## src/rtl/hnf_txreq_arb_pkg.sv

```systemverilog
// Shared HN-F TXREQ definitions: request flit layout, opcodes, FSM states.
package hnf_txreq_arb_pkg;

  typedef struct packed {
    logic [3:0]  qos;
    logic [6:0]  tgtid;
    logic [6:0]  srcid;
    logic [7:0]  txnid;
    logic [5:0]  opcode;
    logic [47:0] addr;
  } reqflit_t;

  localparam logic [5:0]  REQ_OPC_LCRDRETURN = 6'h00;
  localparam int unsigned LCRD_MAX_DEFAULT   = 15;

  typedef enum logic [1:0] {
    STOP,
    RUN,
    RETURN
  } hnf_txreq_state_e;

  // Link-layer credit return flit: all fields zero apart from the opcode.
  function automatic reqflit_t lcrd_return_flit();
    reqflit_t f;
    f        = '0;
    f.opcode = REQ_OPC_LCRDRETURN;
    f.txnid  = 8'h00;
    return f;
  endfunction

endpackage

```

## src/rtl/hnf_txreq_arb_if.sv

```systemverilog
// TXREQ channel bundle: requester handshakes, link pins and status.
interface hnf_txreq_arb_if #(
  parameter int unsigned NUM_REQ = 2,
  parameter int unsigned CRD_W   = 4
);
  import hnf_txreq_arb_pkg::*;

  logic [NUM_REQ-1:0]            req_valid;
  reqflit_t [NUM_REQ-1:0]        req_flit;
  logic [NUM_REQ-1:0]            req_ready;
  logic                          link_en;
  reqflit_t                      TXREQFLIT;
  logic                          TXREQFLITV;
  logic                          TXREQFLITPEND;
  logic                          TXREQLCRDV;
  logic                          link_idle;
  logic [CRD_W-1:0]              lcrd_cnt;
  logic                          crd_overflow;

  // Requesters + link receiver + control.
  modport master (
    output req_valid, req_flit, link_en, TXREQLCRDV,
    input  req_ready, TXREQFLIT, TXREQFLITV, TXREQFLITPEND,
           link_idle, lcrd_cnt, crd_overflow
  );

  // The arbiter/controller.
  modport slave (
    input  req_valid, req_flit, link_en, TXREQLCRDV,
    output req_ready, TXREQFLIT, TXREQFLITV, TXREQFLITPEND,
           link_idle, lcrd_cnt, crd_overflow
  );

endinterface

```

## src/rtl/hnf_txreq_arb_rr_arbiter.sv

```systemverilog
// Round-robin arbiter: grants the first requester at or after ptr, wrapping.
module rr_arbiter #(
  parameter int unsigned NUM_REQ = 2,
  parameter int unsigned IDX_W   = (NUM_REQ > 1) ? $clog2(NUM_REQ) : 1
) (
  input  logic [NUM_REQ-1:0] req,
  input  logic [IDX_W-1:0]   ptr,
  input  logic               en,
  output logic [NUM_REQ-1:0] gnt,
  output logic [IDX_W-1:0]   gnt_idx
);

  // Scan from ptr upward modulo NUM_REQ; first hit wins.
  always_comb begin
    int unsigned j;
    j       = 0;
    gnt     = '0;
    gnt_idx = '0;
    for (int unsigned k = 0; k < NUM_REQ; k++) begin
      j = (32'(ptr) + k) % NUM_REQ;
      if (en && (gnt == '0) && req[j]) begin
        gnt[j]  = 1'b1;
        gnt_idx = IDX_W'(j);
      end
    end
  end

endmodule

```

## src/rtl/hnf_txreq_arb.sv

```systemverilog
// HN-F TXREQ controller: round-robin request arbitration, L-credit
// accounting and link deactivation by returning held credits.
module hnf_txreq_arb
  import hnf_txreq_arb_pkg::*;
#(
  parameter int unsigned NUM_REQ  = 2,
  parameter int unsigned MAX_LCRD = LCRD_MAX_DEFAULT,
  parameter int unsigned CRD_W    = $clog2(MAX_LCRD + 1)
) (
  input  logic             clock,
  input  logic             reset,
  hnf_txreq_arb_if.slave   bus
);

  localparam int unsigned IDX_W = (NUM_REQ > 1) ? $clog2(NUM_REQ) : 1;

  hnf_txreq_state_e   state_q, state_d;
  logic [CRD_W-1:0]   cnt_q, cnt_d;
  logic [IDX_W-1:0]   rr_q, rr_d;
  logic               flitv_q;
  reqflit_t           flit_q, flit_d;
  logic               pend_q;
  logic               ovf_q, ovf_set;

  logic               arb_en;
  logic [NUM_REQ-1:0] gnt;
  logic [IDX_W-1:0]   gnt_idx;
  logic               grant, ret, send;

  // Requesters are only served while running with link_en still high and
  // a credit in hand; a falling link_en freezes them out in the same cycle.
  assign arb_en = (state_q == RUN) && bus.link_en && (cnt_q != '0);

  rr_arbiter #(
    .NUM_REQ (NUM_REQ),
    .IDX_W   (IDX_W)
  ) u_rr (
    .req     (bus.req_valid),
    .ptr     (rr_q),
    .en      (arb_en),
    .gnt     (gnt),
    .gnt_idx (gnt_idx)
  );

  assign grant = |gnt;
  assign ret   = (state_q == RETURN) && (cnt_q != '0);
  assign send  = grant | ret;

  // Link state sequencing.
  always_comb begin
    state_d = state_q;
    unique case (state_q)
      STOP:    if (bus.link_en)  state_d = RUN;
      RUN:     if (!bus.link_en) state_d = RETURN;
      RETURN:  if ((cnt_q == '0) && !bus.TXREQLCRDV) state_d = STOP;
      default: state_d = STOP;
    endcase
  end

  // Credit count, overflow detection, pointer advance and launch flit.
  always_comb begin
    cnt_d   = cnt_q;
    ovf_set = 1'b0;
    rr_d    = rr_q;
    flit_d  = grant ? bus.req_flit[gnt_idx] : lcrd_return_flit();
    if (bus.TXREQLCRDV && !send) begin
      if (cnt_q == CRD_W'(MAX_LCRD)) ovf_set = 1'b1;
      else                           cnt_d   = cnt_q + CRD_W'(1);
    end else if (!bus.TXREQLCRDV && send) begin
      cnt_d = cnt_q - CRD_W'(1);
    end
    if (grant) begin
      rr_d = (32'(gnt_idx) == NUM_REQ - 1) ? '0 : gnt_idx + IDX_W'(1);
    end
  end

  // State, counters and the registered link outputs.
  always_ff @(posedge clock or negedge reset) begin
    if (!reset) begin
      state_q <= STOP;
      cnt_q   <= '0;
      rr_q    <= '0;
      flitv_q <= 1'b0;
      flit_q  <= '0;
      pend_q  <= 1'b0;
      ovf_q   <= 1'b0;
    end else begin
      state_q <= state_d;
      cnt_q   <= cnt_d;
      rr_q    <= rr_d;
      flitv_q <= send;
      if (send) flit_q <= flit_d;
      pend_q  <= (state_d != STOP);
      if (ovf_set) ovf_q <= 1'b1;
    end
  end

  assign bus.req_ready     = gnt;
  assign bus.TXREQFLIT     = flit_q;
  assign bus.TXREQFLITV    = flitv_q;
  assign bus.TXREQFLITPEND = pend_q;
  assign bus.link_idle     = (state_q == STOP) && (cnt_q == '0);
  assign bus.lcrd_cnt      = cnt_q;
  assign bus.crd_overflow  = ovf_q;

endmodule

```

## src/flat_wrapper.sv

```systemverilog
// flat-port wrapper written by rule: the top's interface ports become plain ports
module hnf_txreq_arb_flat import hnf_txreq_arb_pkg::*;
#(
  parameter int unsigned NUM_REQ  = 2,
  parameter int unsigned MAX_LCRD = LCRD_MAX_DEFAULT,
  parameter int unsigned CRD_W    = $clog2(MAX_LCRD + 1)
)
  (clock, reset, bus_req_valid, bus_req_flit, bus_link_en, bus_TXREQLCRDV, bus_req_ready, bus_TXREQFLIT, bus_TXREQFLITV, bus_TXREQFLITPEND, bus_link_idle, bus_lcrd_cnt, bus_crd_overflow);
  hnf_txreq_arb_if #(.NUM_REQ(NUM_REQ), .CRD_W(CRD_W)) bus_i ();
  input  logic clock;
  input  logic reset;
  input wire logic [$bits(bus_i.req_valid)-1:0] bus_req_valid;
  input wire logic [$bits(bus_i.req_flit)-1:0] bus_req_flit;
  input wire logic [$bits(bus_i.link_en)-1:0] bus_link_en;
  input wire logic [$bits(bus_i.TXREQLCRDV)-1:0] bus_TXREQLCRDV;
  output wire logic [$bits(bus_i.req_ready)-1:0] bus_req_ready;
  output wire logic [$bits(bus_i.TXREQFLIT)-1:0] bus_TXREQFLIT;
  output wire logic [$bits(bus_i.TXREQFLITV)-1:0] bus_TXREQFLITV;
  output wire logic [$bits(bus_i.TXREQFLITPEND)-1:0] bus_TXREQFLITPEND;
  output wire logic [$bits(bus_i.link_idle)-1:0] bus_link_idle;
  output wire logic [$bits(bus_i.lcrd_cnt)-1:0] bus_lcrd_cnt;
  output wire logic [$bits(bus_i.crd_overflow)-1:0] bus_crd_overflow;
  assign bus_i.req_valid = bus_req_valid;
  assign bus_i.req_flit = bus_req_flit;
  assign bus_i.link_en = bus_link_en;
  assign bus_i.TXREQLCRDV = bus_TXREQLCRDV;
  assign bus_req_ready = bus_i.req_ready;
  assign bus_TXREQFLIT = bus_i.TXREQFLIT;
  assign bus_TXREQFLITV = bus_i.TXREQFLITV;
  assign bus_TXREQFLITPEND = bus_i.TXREQFLITPEND;
  assign bus_link_idle = bus_i.link_idle;
  assign bus_lcrd_cnt = bus_i.lcrd_cnt;
  assign bus_crd_overflow = bus_i.crd_overflow;
  hnf_txreq_arb #(.NUM_REQ(NUM_REQ), .MAX_LCRD(MAX_LCRD), .CRD_W(CRD_W)) u_core (.clock(clock), .reset(reset), .bus(bus_i));
endmodule
```

## config.mk

```make
export PLATFORM = sky130hd
export DESIGN_NAME = hnf_txreq_arb_flat
export DESIGN_NICKNAME = d
export VERILOG_FILES = /design/src/rtl/hnf_txreq_arb_pkg.sv /design/src/rtl/hnf_txreq_arb_if.sv /design/src/rtl/hnf_txreq_arb_rr_arbiter.sv /design/src/rtl/hnf_txreq_arb.sv /design/src/flat_wrapper.sv
export SDC_FILE = /design/constraint.sdc
export NUM_CORES = 1
export LEC_CHECK = 0
export ABC_AREA = 0
export BUFFER_PORTS_ARGS = -buffer_cell sky130_fd_sc_hd__buf_2
export CORE_MARGIN = 4
export CORE_UTILIZATION = 43
export CTS_CLUSTER_DIAMETER = 120
export DETAILED_ROUTE_END_ITERATION = 16
export PLACE_DENSITY = 0.8
export SLEW_MARGIN = 30
export SYNTH_ARGS = -nofsm -noshare
export SYNTH_HDL_FRONTEND = slang
export SYNTH_SLANG_ARGS = --single-unit
```

## constraint.sdc

```tcl
create_clock -name clock -period 3.6 [get_ports clock]
set_clock_uncertainty 0.15 [all_clocks]
set_input_delay 0.36 -clock clock [delete_from_list [all_inputs] [get_ports clock]]
set_output_delay 0.36 -clock clock [all_outputs]
set_load 0.05 [all_outputs]
```

==> results of run 1 <==
==> final timing paths <==
kind / startpoint / endpoint / slack (ns) / cells past startpoint
hold / removal: bus_link_en / u_core.state_q[1] / 0.11 / 2
setup reg to reg: u_core.bus.lcrd_cnt[0] / u_core.bus.lcrd_cnt[3] / 0.87 / 9
min in group asynchronous: reset / u_core.bus.TXREQFLIT[12] / 0.50 / 2
max in group asynchronous: reset / u_core.bus.lcrd_cnt[0] / 2.24 / 2
hold reg to reg: u_core.bus.TXREQFLIT[14] / u_core.bus.TXREQFLIT[14] / 0.33 / 2
setup / recovery: u_core.bus.lcrd_cnt[0] / u_core.bus.lcrd_cnt[3] / 0.87 / 9
==> cells in the final DEF (no fill, tap or decap), types with 2 or more instances in the layout <==
| cell | n |
|---|---|
| xnor2_1 | 2 |
| inv_1 | 6 |
| buf_4 | 5 |
| bufinv_16 | 2 |
| dfrtp_1 | 90 |
| nand4_1 | 2 |
| nor2b_1 | 2 |
| buf_2 | 254 |
| clkinvlp_4 | 2 |
| ha_1 | 2 |
| a21o_1 | 2 |
| a21oi_1 | 2 |
| o21ai_0 | 83 |
| or2_2 | 2 |
| nand2_1 | 82 |
| mux2i_1 | 81 |
| clkbuf_8 | 11 |
==> synthesized netlist by cell type <==
library cell	instances
dfrtp_1	90
o21ai_0	84
nand2_1	82
mux2i_1	81
buf_2	14
clkbuf_1	8
inv_1	6
buf_4	5
a21o_1	2
a21oi_1	2
ha_1	2
nand4_1	2
nor2b_1	2
or2_2	2
xnor2_1	2
a211o_1	1
a211oi_1	1
a22oi_1	1
and3b_1	1
and4_1	1
fa_1	1
nand2_2	1
nand2b_1	1
nand3_1	1
nand3_2	1
nand4b_1	1
nor2_1	1
nor3_1	1
o211ai_1	1
o21ai_2	1
o21bai_1	1
o311a_1	1
or4_1	1
xor2_1	1
==> through the flow <==
stage	setup slack (ns)	utilization	cells	cell area, um^2	hold WS, ns
after global placement	0.9838	0.5937	765	5564	0.3068
after floorplan	0.6821	-	403	4213	-0.08559
after detailed placement	0.9030	0.5941	765	5568	0.3154
final	0.8657	0.6194	781	5804	0.1134
after CTS	0.8647	0.6194	781	5804	0.09533
after global routing	0.6803	0.6194	781	5804	0.1158
==> final cells by class <==
| cell class | count | area, um^2 |
|---|---|---|
| fill | 832 | 3567 |
| sequential | 90 | 2252 |
| multi-input combinational | 280 | 1812 |
| timing repair buffer | 261 | 1330 |
| tap | 129 | 161.4 |
| clock buffer | 11 | 151.4 |
| clock inverter | 4 | 75.07 |
| inverter | 6 | 22.52 |
==> power by group <==
| group | total [mW] | switching (mW) | leakage [nW] | internal (mW) |
|---|---|---|---|---|
| Clock | 0.760 | 0.334 | 0.108 | 0.425 |
| Combinational | 3.14 | 2.41 | 2.05 | 0.735 |
| Sequential | 1.73 | 0.262 | 1.18 | 1.47 |
| Total | 5.63 | 3.00 | 3.34 | 2.63 |
==> state kept, by name, indices dropped and copies added, names as in the netlist <==
signal,flops
u_core.rr_q,1
u_core.state_q,2
u_core.bus.TXREQFLITPEND,1
u_core.bus.TXREQFLIT,80
u_core.bus.TXREQFLITV,1
u_core.bus.lcrd_cnt,4
u_core.bus.crd_overflow,1
==> critical path, cell delays in order, from the launching register on <==
cell and delay [ns]:
dfrtp_1 0.46, or4_1 0.71, nand2_2 0.12, nand2_1 0.13, ha_1 0.30, a21o_1 0.18
a21oi_1 0.22, nand4_1 0.14, o21ai_2 0.08, xor2_1 0.16
==> cell families (layout without fill, tap and decap cells) <==
logic type	after synthesis	in the layout	synth area share
flops	90	90	0.5346
buf+inv	33	282	0.03802
compound gates	95	95	0.1194
simple gates	98	98	0.09860
xor+xnor	3	3	0.006238
fa+ha+maj	3	3	0.01069
mux	81	81	0.1925
==> layer usage <==
metal	GRT usage	up-vias	routed length (um)
met3	0.05780	16	997
met5	0	-	0
met4	0.06941	0	240
met1	0.2303	1792	4329
li1	-	1881	-
met2	0.3606	161	5912
==> impl_metrics.py, run 1 <==
metrics = {
    "outcome": {
        "status": "completed",
    },
    "sta": {
        "finalSetupTns_ns": 0,
        "share_of_the_cycle_needed_by_the_critical_path_after_routing": 0.7595,
        "relSlewSlack": 0.4208,
        "setup_viol": 0,
        "clock.fmax_ghz": 0.3657,
        "hold_viol_final": 0,
        "drv_slew": 0,
        "rsz0062_at_grt": "no",
        "tightestPinTransition_ns": 0.8688,
        "finalWorstPathRequiredPeriod_ns": 2.734,
    },
    "cts": {
        "cts.root.buffer_cell": "clkbuf_8",
        "cts_inserted_buffers": 9,
        "clock_tree_from_tritoncts": "done",
        "cts_htree_levels": 3,
        "clkSinkCount": 90,
        "cts_setup_buffers": 0,
        "hold_buffers": 1,
        "worst_setup_hold_path_clk_slew_ns": 0.08,
        "post_cts.resized_instances": 0,
        "clk-insertion-delay-late_ns": 0.33,
        "clockBufferDepth": 2,
    },
    "setup_path": {
        "worstPathArrival_ns": 2.84,
        "end_kind": "flip-flop",
        "largest_driver_fanout_on_the_critical_path": 8,
        "worst-endpoint-required_ns": 3.71,
        "critPathKind": "flip-flop to flip-flop",
        "cp-start-kind": "flip-flop",
    },
    "route": {
        "drt-total-wl_um": 11480,
        "drtAntennaViolNets": 0,
        "wl_per_cell_um": 14.70,
        "via_per_inst": 4.930,
        "vias": 3850,
        "drt_first_iter_violations": 148,
        "detail_route.drc_violations": 0,
        "drt_first_pass_iters": 5,
    },
    "yosys": {
        "netlist-cell-type-count": 34,
        "yosysSeqAreaShare": 0.5346,
        "mappedNetlistArea_um2": 4213,
        "avg_inst_size_synth_um2": 10.45,
        "synth.yosys.warnings": 0,
        "yosysTopAreaCell": "dfrtp_1",
        "postSynthRegisterBits": 90,
        "synthDominantCellAreaShare": 0.5346,
        "postSynthNetCount": 572,
        "syn-instance-count": 403,
        "post_synth_main_area_contributors": "dfrtp_1, mux2i_1, o21ai_0",
    },
    "floorplan": {
        "initial_core_util": 0.4495,
        "io_pins": 256,
        "design.die.area_um2": 11440,
        "die_width_um": 107.0,
        "floorplan.core_area_um2": 9371,
        "die_y_um": 107.0,
        "placementRows": 35,
    },
    "job": {
        "max_cap_viols": 0,
    },
    "pwr": {
        "worst_ir_drop_vdd_mv": 0.5482,
        "p_leak_nw": 3.337,
        "finalPower_mw": 5.630,
        "power_per_cell_area_nw_per_um2": 970.0,
    },
    "grt": {
        "grt.total_usage": 0.2017,
        "antenna_found_initial": 0,
        "first_global_vias": 3967,
        "global_route_wire_length_before_repair_um": 18550,
        "largest_net_degree_at_the_start_of_global_routing": 91,
        "remaining_global_route_overflow": 0,
    },
    "finish": {
        "area_growth_syn_to_layout_pct": 37.78,
        "finalNetCount": 817,
        "final_layout_size_suffix_gt1_frac": 0.4310,
        "insertedDiodeCount": 0,
    },
    "worst_hold_path": {
        "hp-class": "input pin to flip-flop",
    },
    "placement": {
        "place.gp.congestion": 0.8036,
        "post_detail_place_hpwl_um": 8746,
        "count_of_input_and_output_buffers": 255,
    },
}
(Power assumes the default switching activity.)
==> run 2: changes to the inputs <==
clock period = 2.7 ns   (was 3.6 ns; I/O delays follow)
==> run 2 against run 1 <==
Effect of this change: first-iteration DRC count is 3.4% lower; sequential share of layout area is 0.11 points lower; count of clock-buffer cells in the layout stayed put; die area stayed put; combinational power is 35% higher; wire length is 0.68% lower; non-clock buffer count is 1 higher; via count is 0.73% lower; largest power group unchanged.
==> impl_metrics.py, run 2 (synthesis gave the netlist of run 1 again) <==
metrics = {
    "finish": {
        "finish.cell_count_without_fillers": 783,
        "insertedDiodeCount": 0,
        "mostFrequentLayoutCell": "buf_2",
        "final_layout_size_suffix_gt1_frac": 0.4419,
        "finalNetCount": 818,
        "largest_reg_flops": 80,
        "final_cell_area_um2": 5831,
        "layout.cells.most_common_list": "buf_2, dfrtp_1, o21ai_0, nand2_1, mux2i_1",
        "area_growth_syn_to_layout_pct": 38.40,
    },
    "placement": {
        "count_of_input_and_output_buffers": 255,
        "placedCellCount": 766,
        "placed_area_um2": 5642,
        "post_detail_place_hpwl_um": 8889,
        "place.gp.congestion": 0.7416,
        "dpl_worst_slack_ns": 0.2392,
    },
    "grt": {
        "first_global_vias": 3807,
        "grt.total_usage": 0.1941,
        "largest_net_degree_at_the_start_of_global_routing": 86,
        "antenna_found_initial": 0,
        "global_route_wire_length_before_repair_um": 18010,
        "remaining_global_route_overflow": 0,
    },
    "cts": {
        "worst_setup_hold_path_clk_slew_ns": 0.08,
        "cts_htree_levels": 3,
        "clk-insertion-delay-late_ns": 0.34,
        "cts_setup_buffers": 0,
        "cts.root.buffer_cell": "clkbuf_8",
        "cts_inserted_buffers": 9,
        "clockBufferDepth": 2,
        "clock_tree_from_tritoncts": "done",
        "clkSinkCount": 90,
    },
    "setup_path": {
        "critPathKind": "flip-flop to flip-flop",
        "worst-endpoint-required_ns": 2.81,
        "path_delay_family": "simple AND/OR/NAND/NOR gates",
        "r2r_cells": 9,
        "critical_register_to_register_path_endpoint": "u_core.bus.lcrd_cnt[3]",
        "critPathMostFrequentCell": "nand2_2",
        "timing.critical_path.buf_inv": 0,
        "crit_path_cell_trace": "or4_1 > nand2_2 > nand2_2 > ha_1 > a21o_1 > a21oi_2 > nand4_1 > o21ai_2 > xor2_1",
        "cp-start-kind": "flip-flop",
        "critical-path-max-stage-delay_ns": 0.58,
        "r2r_start": "u_core.bus.lcrd_cnt[0]",
        "largest_driver_fanout_on_the_critical_path": 7,
        "worstPathArrival_ns": 2.59,
        "reg2reg_slack_ns": 0.22,
        "end_kind": "flip-flop",
        "cp_slowest_cell": "or4_1",
    },
    "sta": {
        "tightestPinTransition_ns": 0.8520,
        "share_of_the_cycle_needed_by_the_critical_path_after_routing": 0.9195,
        "finalWorstSetupSlack_ns": 0.2173,
        "finalWorstPathRequiredPeriod_ns": 2.483,
        "setup_viol": 0,
        "clock.fmax_ghz": 0.4028,
        "hold_viol_final": 0,
        "drv_slew": 0,
        "rsz0062_at_grt": "no",
        "relSlewSlack": 0.4320,
    },
    "outcome": {
        "status": "completed",
    },
    "pwr": {
        "finalPower_mw": 7.391,
        "p_leak_nw": 3.340,
        "worst_ir_drop_vdd_mv": 0.6184,
        "power_per_cell_area_nw_per_um2": 1268,
    },
    "route": {
        "drt-total-wl_um": 11400,
        "wl_per_cell_um": 14.56,
        "detail_route.drc_violations": 0,
        "via_per_inst": 4.881,
        "drt_first_pass_iters": 4,
        "drtAntennaViolNets": 0,
        "drt_first_iter_violations": 143,
        "vias": 3822,
    },
    "floorplan": {
        "die_width_um": 107.0,
        "initial_core_util": 0.4495,
        "design.die.area_um2": 11440,
        "io_pins": 256,
        "placementRows": 35,
        "floorplan.core_area_um2": 9371,
        "die_y_um": 107.0,
    },
    "worst_hold_path": {
        "timing.hold.worst_endpoint": "u_core.state_q[1]",
        "timing.hold.worst.start": "bus_link_en",
        "hp-class": "input pin to flip-flop",
        "hold-path-cell-count": 2,
    },
    "job": {
        "max_cap_viols": 0,
    },
}
## run 2: per-layer routing
| metal | global-route usage | up-vias | part of all wire |
|---|---|---|---|
| met1 | 0.2283 | 1766 | 0.38 |
| met3 | 0.04154 | 10 | 0.083 |
| met2 | 0.3579 | 165 | 0.53 |
| met5 | 0 | - | 0 |
| li1 | - | 1881 | - |
| met4 | 0.05023 | 0 | 0.0082 |
## run 2: worst max-delay path by stage
stage | start | endpoint | slack, ns | depth (start not counted)
2_1_floorplan | u_core.bus.lcrd_cnt[0] | u_core.bus.lcrd_cnt[3] | -0.001 | 11
3_3_place_gp | u_core.bus.lcrd_cnt[0] | u_core.bus.lcrd_cnt[2] | 0.33 | 5
3_5_place_dp | u_core.bus.lcrd_cnt[0] | u_core.bus.lcrd_cnt[3] | 0.24 | 9
4_1_cts | u_core.bus.lcrd_cnt[0] | u_core.bus.lcrd_cnt[2] | 0.21 | 5
5_1_grt | u_core.bus.lcrd_cnt[0] | u_core.bus.lcrd_cnt[3] | 0.09 | 9
6_report | u_core.bus.lcrd_cnt[0] | u_core.bus.lcrd_cnt[3] | 0.22 | 9
## run 2: layout make-up
cell class	count	area (um^2)
Clock buffer	11	141.4
Clock inverter	5	37.54
Multi-Input combinational cell	280	1828
Tap cell	129	161.4
Sequential cell	90	2256
Timing Repair Buffer	262	1384
Inverter	6	22.52
Fill cell	825	3541
## run 2: power by group
part	total, mW	switching (mW)	internal [mW]
clock network	0.834	0.468	0.366
registers	2.32	0.358	1.96
logic	4.24	3.23	1.01
## run 2: stage by stage
stage	util	hold WS (ns)	TNS [ns]
detailed placement	0.6020	0.1704	0
CTS	0.6222	0.02028	0
global route	0.6222	0.03989	0
floorplan	-	-0.1756	-0.001221
global placement	0.6020	0.1635	0
finish	0.6222	0.03515	0
## run 2: worst reg2reg max path: stages, from the launching register on
cell and delay (ns):
dfrtp_2 0.47, or4_1 0.58, nand2_2 0.10, nand2_2 0.09, ha_1 0.30, a21o_1 0.20, a21oi_2 0.17, nand4_1 0.12
o21ai_2 0.08, xor2_1 0.15
## run 2: what timing repair did
item | CTS | global route
hold buffers | 1 | 0
resized for setup | 0 | 0
endpoints found under the hold margin | 46 | 0
==> run 3: changes to the inputs <==
CORE_UTILIZATION = 47   (was 43)
PLACE_DENSITY = 0.86   (was 0.8)
SETUP_SLACK_MARGIN = 0.1   (was default)
clock period = 3.1 ns   (was 2.7 ns; I/O delays follow)
==> run 3 against run 2 <==
Effect of this change: global-route usage increased by 1.2 points; flip-flop and latch count did not move; die area down 7.9%; critical path depth unchanged.
==> impl_metrics.py, run 3 (synthesis gave the netlist of run 1 again) <==
metrics = {
    "route": {
        "detail_route.drc_violations": 0,
        "vias": 3833,
        "wl_per_cell_um": 14.81,
        "drt-total-wl_um": 11240,
        "drt_first_pass_iters": 4,
        "via_per_inst": 5.050,
        "drtAntennaViolNets": 0,
        "drt_first_iter_violations": 76,
    },
    "setup_path": {
        "worst-endpoint-required_ns": 3.20,
        "critPathKind": "flip-flop to flip-flop",
        "timing.critical_path.buf_inv": 0,
        "worstPathArrival_ns": 2.85,
        "critical-path-max-stage-delay_ns": 0.70,
        "cp-start-kind": "flip-flop",
        "cp.depth": 9,
        "end_kind": "flip-flop",
        "crit_path_cell_trace": "or4_1 > nand2_2 > nand2_1 > ha_1 > a21o_1 > a21oi_1 > nand4_1 > o21ai_2 > xor2_1",
        "path_delay_family": "simple AND/OR/NAND/NOR gates",
        "r2r_cells": 9,
        "cp_slowest_cell": "or4_1",
        "largest_driver_fanout_on_the_critical_path": 8,
    },
    "cts": {
        "clk-insertion-delay-late_ns": 0.33,
        "clockBufferDepth": 2,
        "cts_htree_levels": 3,
        "clock_tree_from_tritoncts": "done",
        "worst_setup_hold_path_clk_slew_ns": 0.08,
        "cts_inserted_buffers": 9,
        "cts.root.buffer_cell": "clkbuf_8",
        "clkSinkCount": 90,
        "cts_setup_buffers": 0,
        "post_cts.resized_instances": 0,
        "hold_buffers": 1,
    },
    "floorplan": {
        "initial_core_util": 0.4831,
        "placementRows": 34,
        "die_y_um": 102.7,
        "die_width_um": 102.7,
        "io_pins": 256,
        "design.die.area_um2": 10540,
        "floorplan.core_area_um2": 8721,
    },
    "finish": {
        "mostFrequentLayoutCell": "buf_2",
        "final_cell_area_um2": 5763,
        "final.fill_count": 744,
        "insertedDiodeCount": 0,
        "final_util": 0.6608,
        "finish.cell_count_without_fillers": 759,
        "final_layout_size_suffix_gt1_frac": 0.4301,
        "finalNetCount": 815,
        "largest_reg_flops": 80,
        "layout.cells.most_common_list": "buf_2, dfrtp_1, o21ai_0, nand2_1, mux2i_1",
        "area_growth_syn_to_layout_pct": 36.80,
    },
    "pwr": {
        "cell_internal_pwr_mw": 2.977,
        "power_frac_comb": 0.562,
        "finalPower_mw": 6.483,
        "power_per_cell_area_nw_per_um2": 1125,
        "power.clock.fraction": 0.127,
        "power.switching_fraction": 0.5407,
        "flop_pwr_share": 0.311,
        "switching_power_mw": 3.505,
        "p_leak_nw": 3.327,
        "worst_ir_drop_vdd_mv": 0.6546,
    },
    "grt": {
        "first_global_vias": 3810,
        "top_usage_layer": "met2",
        "remaining_global_route_overflow": 0,
        "antenna_found_initial": 0,
        "grt.total_usage": 0.2059,
        "global_route_wire_length_before_repair_um": 17350,
        "grtUsageMet1": 0.2342,
        "largest_net_degree_at_the_start_of_global_routing": 91,
        "grt_util_met2": 0.3863,
        "use_met3": 0.04060,
    },
    "placement": {
        "post_detail_place_hpwl_um": 8445,
        "place.gp.congestion": 0.7486,
        "count_of_input_and_output_buffers": 255,
        "placedCellCount": 742,
        "dpl_worst_slack_ns": 0.3647,
        "placed_area_um2": 5539,
    },
    "sta": {
        "finalSetupTns_ns": 0,
        "relSlewSlack": 0.4327,
        "clock.fmax_ghz": 0.3643,
        "finalWorstSetupSlack_ns": 0.3554,
        "finalWorstPathRequiredPeriod_ns": 2.745,
        "hold_viol_final": 0,
        "drv_slew": 0,
        "share_of_the_cycle_needed_by_the_critical_path_after_routing": 0.8854,
        "fin_hold_ws_ns": 0.08542,
        "rsz0062_at_grt": "no",
        "tightestPinTransition_ns": 0.8510,
        "setup_viol": 0,
    },
    "worst_hold_path": {
        "hp-class": "input pin to flip-flop",
        "hold-path-cell-count": 2,
    },
    "outcome": {
        "status": "completed",
    },
    "job": {
        "max_cap_viols": 0,
    },
}
run 3: cell types whose count changed in the layout (fill, tap and decap cells not counted), sizes merged:
cell / delta
bufinv: +1
inv: -2
buf: -3
clkinv: +1
run 3: cell type report:
type                            count  area, um^2  share of cell area
Tap cell                          108       135.1             0.02345
Sequential cell                    90        2252              0.3908
Multi-Input combinational cell    280        1812              0.3144
Clock inverter                      5       62.56             0.01086
Clock buffer                       11       151.4             0.02627
Inverter                            6       22.52            0.003908
Timing Repair Buffer              259        1328              0.2304
run 3: worst paths after layout:
kind | startpoint | to | slack, ns
max | u_core.bus.lcrd_cnt[1] | u_core.bus.lcrd_cnt[3] | 0.36
max reg2reg | u_core.bus.lcrd_cnt[1] | u_core.bus.lcrd_cnt[3] | 0.36
max in group asynchronous | reset | u_core.bus.TXREQFLITPEND | 1.79
min | bus_link_en | u_core.state_q[1] | 0.09
min reg2reg | u_core.bus.TXREQFLIT[75] | u_core.bus.TXREQFLIT[75] | 0.33
min in group asynchronous | reset | u_core.bus.TXREQFLIT[34] | 0.42
run 3: worst reg2reg max path: cells and delay by family (launching register included):
family	cells	cell delay, ns
and+or+nand+nor	4	1.09
DFF	1	0.48
AOI/OAI and AO/OA	3	0.47
adders and majority gates	1	0.31
xor gates and xnor gates	1	0.16
run 3: metal layers:
metal / wire length (um) / vias to the layer above / share of wire
li1: - / 1876 / -
met1: 4147 / 1781 / 0.37
met2: 5969 / 158 / 0.53
met3: 977 / 18 / 0.087
met4: 150 / 0 / 0.013
met5: 0 / - / 0
run 3: power by group through the flow:
| stage | clock network [mW] | logic [mW] | registers [mW] |
|---|---|---|---|
| CTS | 0.849 | 3.69 | 2.02 |
| detailed placement | 0 | 3.69 | 2.03 |
| global placement | 0 | 3.61 | 2.00 |
| finish | 0.822 | 3.65 | 2.01 |
| floorplan | 0 | 0.961 | 3.82 |
| global route | 0.900 | 3.90 | 2.08 |
